==> src/rtl/spi_responder_pkg.sv <==
// Shared defaults and state encodings for the SPI responder.
package spi_responder_pkg;
  localparam int CMD_W_DEF   = 16;
  localparam int DATA_W_DEF  = 32;
  localparam int SYNC_STAGES = 2;

  localparam logic [1:0] ST_IDLE = 2'd0;
  localparam logic [1:0] ST_CMD  = 2'd1;
  localparam logic [1:0] ST_DATA = 2'd2;
  localparam logic [1:0] ST_DONE = 2'd3;
endpackage

==> src/rtl/spi_responder_sync_edge.sv <==
// Multi-flop synchronizer with rise/fall strobes taken from the synced level
// and its one-cycle-delayed copy.
module spi_sync_edge
  import spi_responder_pkg::*;
#(
  parameter logic RESET_VAL = 1'b0
) (
  input  logic clk,
  input  logic _rst,
  input  logic d,
  output logic q,
  output logic rise,
  output logic fall
);
  // sr[SYNC_STAGES-1] is the synced level, sr[SYNC_STAGES] its delayed copy
  logic [SYNC_STAGES:0] sr;

  always_ff @(posedge clk or negedge _rst) begin
    if (!_rst) sr <= {(SYNC_STAGES+1){RESET_VAL}};
    else       sr <= {sr[SYNC_STAGES-1:0], d};
  end

  assign q    = sr[SYNC_STAGES-1];
  assign rise =  sr[SYNC_STAGES-1] & ~sr[SYNC_STAGES];
  assign fall = ~sr[SYNC_STAGES-1] &  sr[SYNC_STAGES];
endmodule

==> src/rtl/spi_responder.sv <==
// SPI mode-0 responder: oversampled bus, 16-bit command phase followed by a
// 32-bit full-duplex data phase.
module spi_responder
  import spi_responder_pkg::*;
#(
  parameter int CMD_W  = CMD_W_DEF,
  parameter int DATA_W = DATA_W_DEF
) (
  input  logic              clk,
  input  logic              _rst,
  input  logic              sclk_i,
  input  logic              _cs_i,
  input  logic              mosi_i,
  output logic              miso_o,
  output logic              miso_oe,
  input  logic [DATA_W-1:0] tx_data_i,
  output logic              tx_ack_o,
  output logic [CMD_W-1:0]  cmd_o,
  output logic              cmd_valid_o,
  output logic [DATA_W-1:0] rx_data_o,
  output logic              rx_valid_o,
  output logic              abort_o,
  output logic              busy_o
);
  logic sclk_q_unused, sclk_rise, sclk_fall;
  logic cs_q, cs_rise, cs_fall_unused;
  logic mosi_q, mosi_rise_unused, mosi_fall_unused;

  spi_sync_edge #(.RESET_VAL(1'b0)) u_sclk (
    .clk(clk), ._rst(_rst), .d(sclk_i), .q(sclk_q_unused), .rise(sclk_rise), .fall(sclk_fall));
  spi_sync_edge #(.RESET_VAL(1'b1)) u_cs (
    .clk(clk), ._rst(_rst), .d(_cs_i), .q(cs_q), .rise(cs_rise), .fall(cs_fall_unused));
  spi_sync_edge #(.RESET_VAL(1'b0)) u_mosi (
    .clk(clk), ._rst(_rst), .d(mosi_i), .q(mosi_q), .rise(mosi_rise_unused), .fall(mosi_fall_unused));

  // After reset, wait for the synchronizer to carry real pin samples and for
  // _cs to be seen high, so a frame already in flight is ignored.
  logic [1:0] flush;
  logic       armed;

  always_ff @(posedge clk or negedge _rst) begin
    if (!_rst) begin
      flush <= '0;
      armed <= 1'b0;
    end else begin
      if (flush != 2'd3) flush <= flush + 2'd1;
      armed <= armed | ((flush == 2'd3) & cs_q);
    end
  end

  logic [1:0]        state;
  logic [5:0]        bitcnt;
  logic [CMD_W-2:0]  cmd_shift;
  logic [DATA_W-2:0] rx_shift;
  logic [DATA_W-1:0] tx_shift;
  logic              leave;

  // A _cs rise ends any active frame and beats a coincident SCLK rise.
  assign leave = (state != ST_IDLE) & cs_rise;

  always_ff @(posedge clk or negedge _rst) begin
    if (!_rst) begin
      state       <= ST_IDLE;
      bitcnt      <= '0;
      cmd_shift   <= '0;
      rx_shift    <= '0;
      tx_shift    <= '0;
      miso_o      <= 1'b0;
      miso_oe     <= 1'b0;
      busy_o      <= 1'b0;
      tx_ack_o    <= 1'b0;
      cmd_o       <= '0;
      cmd_valid_o <= 1'b0;
      rx_data_o   <= '0;
      rx_valid_o  <= 1'b0;
      abort_o     <= 1'b0;
    end else begin
      tx_ack_o    <= 1'b0;
      cmd_valid_o <= 1'b0;
      rx_valid_o  <= 1'b0;
      abort_o     <= 1'b0;
      if (leave) begin
        abort_o <= (state != ST_DONE);
        state   <= ST_IDLE;
        bitcnt  <= '0;
        miso_o  <= 1'b0;
        miso_oe <= 1'b0;
        busy_o  <= 1'b0;
      end else begin
        case (state)
          ST_IDLE: begin
            // Level test keeps a fall that lands while still leaving DONE.
            if (armed && !cs_q) begin
              tx_shift <= tx_data_i;
              tx_ack_o <= 1'b1;
              busy_o   <= 1'b1;
              miso_oe  <= 1'b1;
              miso_o   <= 1'b0;
              bitcnt   <= '0;
              state    <= ST_CMD;
            end
          end
          ST_CMD: begin
            if (sclk_rise) begin
              cmd_shift <= {cmd_shift[CMD_W-3:0], mosi_q};
              bitcnt    <= bitcnt + 6'd1;
              if (bitcnt == 6'(CMD_W-1)) begin
                cmd_o       <= {cmd_shift, mosi_q};
                cmd_valid_o <= 1'b1;
                bitcnt      <= '0;
                state       <= ST_DATA;
              end
            end
          end
          ST_DATA: begin
            if (sclk_fall) begin
              miso_o   <= tx_shift[DATA_W-1];
              tx_shift <= {tx_shift[DATA_W-2:0], 1'b0};
            end
            if (sclk_rise) begin
              rx_shift <= {rx_shift[DATA_W-3:0], mosi_q};
              bitcnt   <= bitcnt + 6'd1;
              if (bitcnt == 6'(DATA_W-1)) begin
                rx_data_o  <= {rx_shift, mosi_q};
                rx_valid_o <= 1'b1;
                bitcnt     <= '0;
                miso_o     <= 1'b0;
                state      <= ST_DONE;
              end
            end
          end
          default: miso_o <= 1'b0;
        endcase
      end
    end
  end
endmodule
==> config.mk <==
export PLATFORM = sky130hd
export DESIGN_NAME = spi_responder
export DESIGN_NICKNAME = d
export VERILOG_FILES = /design/src/rtl/spi_responder_pkg.sv /design/src/rtl/spi_responder_sync_edge.sv /design/src/rtl/spi_responder.sv
export SDC_FILE = /design/constraint.sdc
export NUM_CORES = 1
export LEC_CHECK = 0
export ABC_CLOCK_PERIOD_IN_PS = 5400
export BUFFER_PORTS_ARGS = -buffer_cell sky130_fd_sc_hd__buf_2
export CORE_UTILIZATION = 61
export CTS_BUF_LIST = sky130_fd_sc_hd__clkbuf_16
export CTS_CLUSTER_SIZE = 20
export DETAILED_ROUTE_END_ITERATION = 10
export PLACE_DENSITY = 0.84
export SKIP_CTS_REPAIR_TIMING = 1
export SKIP_LAST_GASP = 1
export SYNTH_ARGS = -nofsm -noshare
export SYNTH_HDL_FRONTEND = slang
export SYNTH_SLANG_ARGS = --single-unit
==> constraint.sdc <==
create_clock -name clk -period 5.4 [get_ports clk]
set_input_delay 0.27 -clock clk [delete_from_list [all_inputs] [get_ports clk]]
set_output_delay 0.27 -clock clk [all_outputs]
set_load 0.02 [all_outputs]
==> flow_results.org <==
** Finish
- Compared with the post-synthesis result, the final layout area differs by 18.32%.
- The library cell used most frequently in the layout, excluding fill and tap cells, is dfrtp_1.
- The layout has 590 filler cells.
- Across the whole layout, storage elements account for 0.003782 mm².
- The number of antenna diodes in the final layout is 0.
- Area used by multi-input combinational logic :: 0.002310 mm²
- Cells with a size suffix above 1 make up 41.05% of the layout.
- Commonest non-fill, non-tap cells in the layout :: 148 x dfrtp_1, 90 x buf_2, 57 x mux2_2
- Nets :: 583

** Flow run
- Max-cap violations in this run came to 0.

** Critical path
- STA classifies the critical path endpoint as a flop.
- At the worst endpoint, the arrival time is 3.69 ns.
- Required arrival time at the worst endpoint :: 5.70 ns
- Type of origin of the critical path :: flop
- Peak fanout along the critical path :: 40
- By startpoint and endpoint, the worst setup path is classified as reg2reg.
- Reg2reg path depth :: 6

** Yosys
- Synthesized area per cell :: 13.94 µm²
- Synthesis produced a netlist with a net count of 492.
- Post-Synthesis Cell Area :: 0.006257 mm²
- Sequential fraction of the synthesis area :: 60.45%
- Yosys printed 0 warnings.
- Counting flops with an async set or reset pin after synthesis yields a share of 100.0%.
- Counting every instance in the synthesized netlist gives 449.
- Most common flop cell mapped by yosys :: dfrtp_1
- The synthesized design contains 0 enable-type register cells.
- In this run, distinct cell masters in the synthesized netlist total 44.
- Counting flops and latches in the post-synthesis netlist gives 151.

** Power
- Worst vdd rail ir drop :: 0.0002953 V
- The analysis attributes to cell leakage a power of 3.744 nW.
- Power spread over the standard cell area amounts to 441.4 mW/mm².

** Floorplan
- The floorplan step defined a die boundary enclosing 0.01067 mm².
- Standard-cell row count :: 36
- I/O Pins :: 92
- The floorplan step defined a core boundary enclosing 0.009864 mm².
- Initial core utilization :: 63.43%
- Die extent in y :: 103.3 µm
- From left edge to right edge, the die measures 103.3 µm.

** STA
- Final setup violation count :: 0
- Worst-case hold slack :: 0.1239 ns
- Final worst-path cycle share :: 62.77%
- Adding up every negative setup slack in the final design gives 0 ns.
- Worst slew pin tran :: 1.232 ns
- Unrepaired setup endpoints after global routing :: no
- The total count of max-transition violations in the final report came to 0.
- The worst path in the final design needs a cycle of 3.390 ns, including I/O delays and setup.
- Final number of hold-violating endpoints :: 0
- The worst pin sits at a relative slew slack of 17.53%.
- Across the routed clock network, the largest skew measured is 0.009094 ns.
- Timing would allow up to 0.2950 GHz.

** Clocking
- At the later pin of the worst-skew pair, clock insertion delay measures 0.41 ns.
- CTS saw 151 sinks.
- Counting along the longest clock path gives a buffer depth of 2.
- CTS tree :: built
- The cell sitting at the root of the clock tree is a clkbuf_16.
- Clock tree synthesis inserted a total of 17 buffers.
- Clock-pin slew of the registers on the worst-case setup and hold paths :: 0.06 ns
- Deepest level of the CTS H-tree :: 4

** Routing
- Routed vias :: 3,813
- Post-DR wirelength/cell :: 17.27 µm
- Post-route antenna net violation count :: 0
- In the routed layout, each cell is associated on average with a via count of 5.558.
- The first routing iteration left 137 violations.
- The first detailed-routing pass ran for 4 iterations.
- Aggregate routed wire length :: 11,850 µm
- Final routed DRC violation total :: 0

** Hold path
- Hold Path Stages :: 3
- Kind of path behind the tightest hold check :: in2reg

** GRT
- Number of antenna violations at the first check in global routing :: 0
- Pin count of the biggest net entering global routing :: 85
- Global-route wire length before repair :: 19,330 µm
- Via count of the first global-routing pass :: 3,914
- Gr usage total :: 24.73%
- Summed over all layers, the global routing overflow is 0.

** Outcome
- Result of the run :: complete, no violations

** Placed design
- The count of buffers added on input and output ports is 91.
- Detailed-placement wirelength estimate :: 7080 µm
- The congestion estimate from routability-driven global placement came to 0.8046.
worst paths after layout:
| check | from | endpoint | slack [ns] |
|---|---|---|---|
| max in group asynchronous | _rst | tx_shift[27] | 3.58 |
| worst min register to register | u_mosi.sr[0] | u_mosi.sr[1] | 0.36 |
| worst max-delay path | state[0] | rx_data_o[31] | 2.01 |
| worst max register to register | state[0] | rx_data_o[31] | 2.01 |
| min in group asynchronous | _rst | rx_data_o[8] | 0.42 |
| worst min-delay path | tx_data_i[0] | tx_shift[0] | 0.12 |
layout make-up:
class	count	share of cell area, %
clock inverter	15	2.383
inverter	7	0.3549
timing repair buffer	97	6.980
sequential	151	51.09
multi-input combinational	266	31.20
tap	133	2.248
clock buffer	17	5.746
per-layer routing:
metal	up-vias	part of all wire, %	global-route usage (%)	routed length [µm]
met2	119	51	40.77	5999
met3	25	4.9	8.065	583
met5	-	0	0	0
li1	1761	-	-	-
met4	0	1.9	10.08	223
met1	1908	43	30.30	5041
synthesized netlist by cell type (2+ instances only):
master    instances  area [µm²]
dfrtp_1         148        3704
mux2_2           57       641.9
o21ai_0          42       210.2
nand2_1          39       146.4
mux2_4           38       570.6
mux2i_1          31       310.3
clkbuf_1         15       56.30
nor2_1           10       37.54
buf_6             7       78.83
inv_1             7       26.28
ha_1              6       75.07
and3_1            3       18.77
dfstp_2           3       78.83
nand2b_1          3       18.77
nand3_1           3       15.01
nor3_1            3       15.01
o31ai_1           3       22.52
a21o_1            2       15.01
a21oi_1           2       10.01
or2_2             2       12.51
or3_1             2       12.51
state kept, by name, summed over array words and instances, names as in the netlist:
register     cells
bitcnt           6
abort_o          1
flush            2
u_mosi.sr        2
cmd_shift       15
rx_shift        31
miso_o           1
tx_shift        32
cmd_valid_o      1
rx_valid_o       1
busy_o           1
cmd_o           16
armed            1
u_cs.sr          3
tx_ack_o         1
rx_data_o       32
state            2
u_sclk.sr        3
power by group:
| part | internal (mW) | switching (mW) | leakage [nW] |
|---|---|---|---|
| Clock | 0.729 | 0.469 | 0.291 |
| Combinational | 0.256 | 0.386 | 1.45 |
| Sequential | 1.31 | 0.116 | 2.00 |
| Total | 2.30 | 0.971 | 3.74 |
worst max-delay path: stages (launching register included):
cell,delay [ns]
dfrtp_1,0.42
inv_1,0.11
ha_2,0.91
and3_1,0.30
buf_4,0.39
and4_4,0.70
mux2_2,0.41
stage by stage:
| step | instance area, µm² | util, % | total power, mW | setup WS, ns | instances |
|---|---|---|---|---|---|
| final | 7403 | 75.05 | 3.268 | 2.010 | 686 |
| after detailed placement | 6761 | 68.54 | 2.075 | 2.064 | 650 |
| after CTS | 7363 | 74.64 | 3.287 | 1.993 | 682 |
| after floorplan | 6257 | - | 1.900 | 3.089 | 449 |
| after global placement | 6761 | 68.54 | 2.025 | 2.158 | 650 |
| after global routing | 7403 | 75.05 | 3.453 | 1.799 | 686 |
cells by family (layout without fill, tap and decap cells):
family          count (synthesis)  in the layout  share of synthesized area (%)
xor+xnor                        1              1                         0.1400
buf+inv                        32            136                          2.859
mux                           126            126                          24.34
simple gates                   74             74                          5.579
fa+ha+maj                       6              6                          1.200
flops                         151            151                          60.45
compound gates                 59             59                          5.439
No activity file was read; power rests on OpenSTA's default activity.
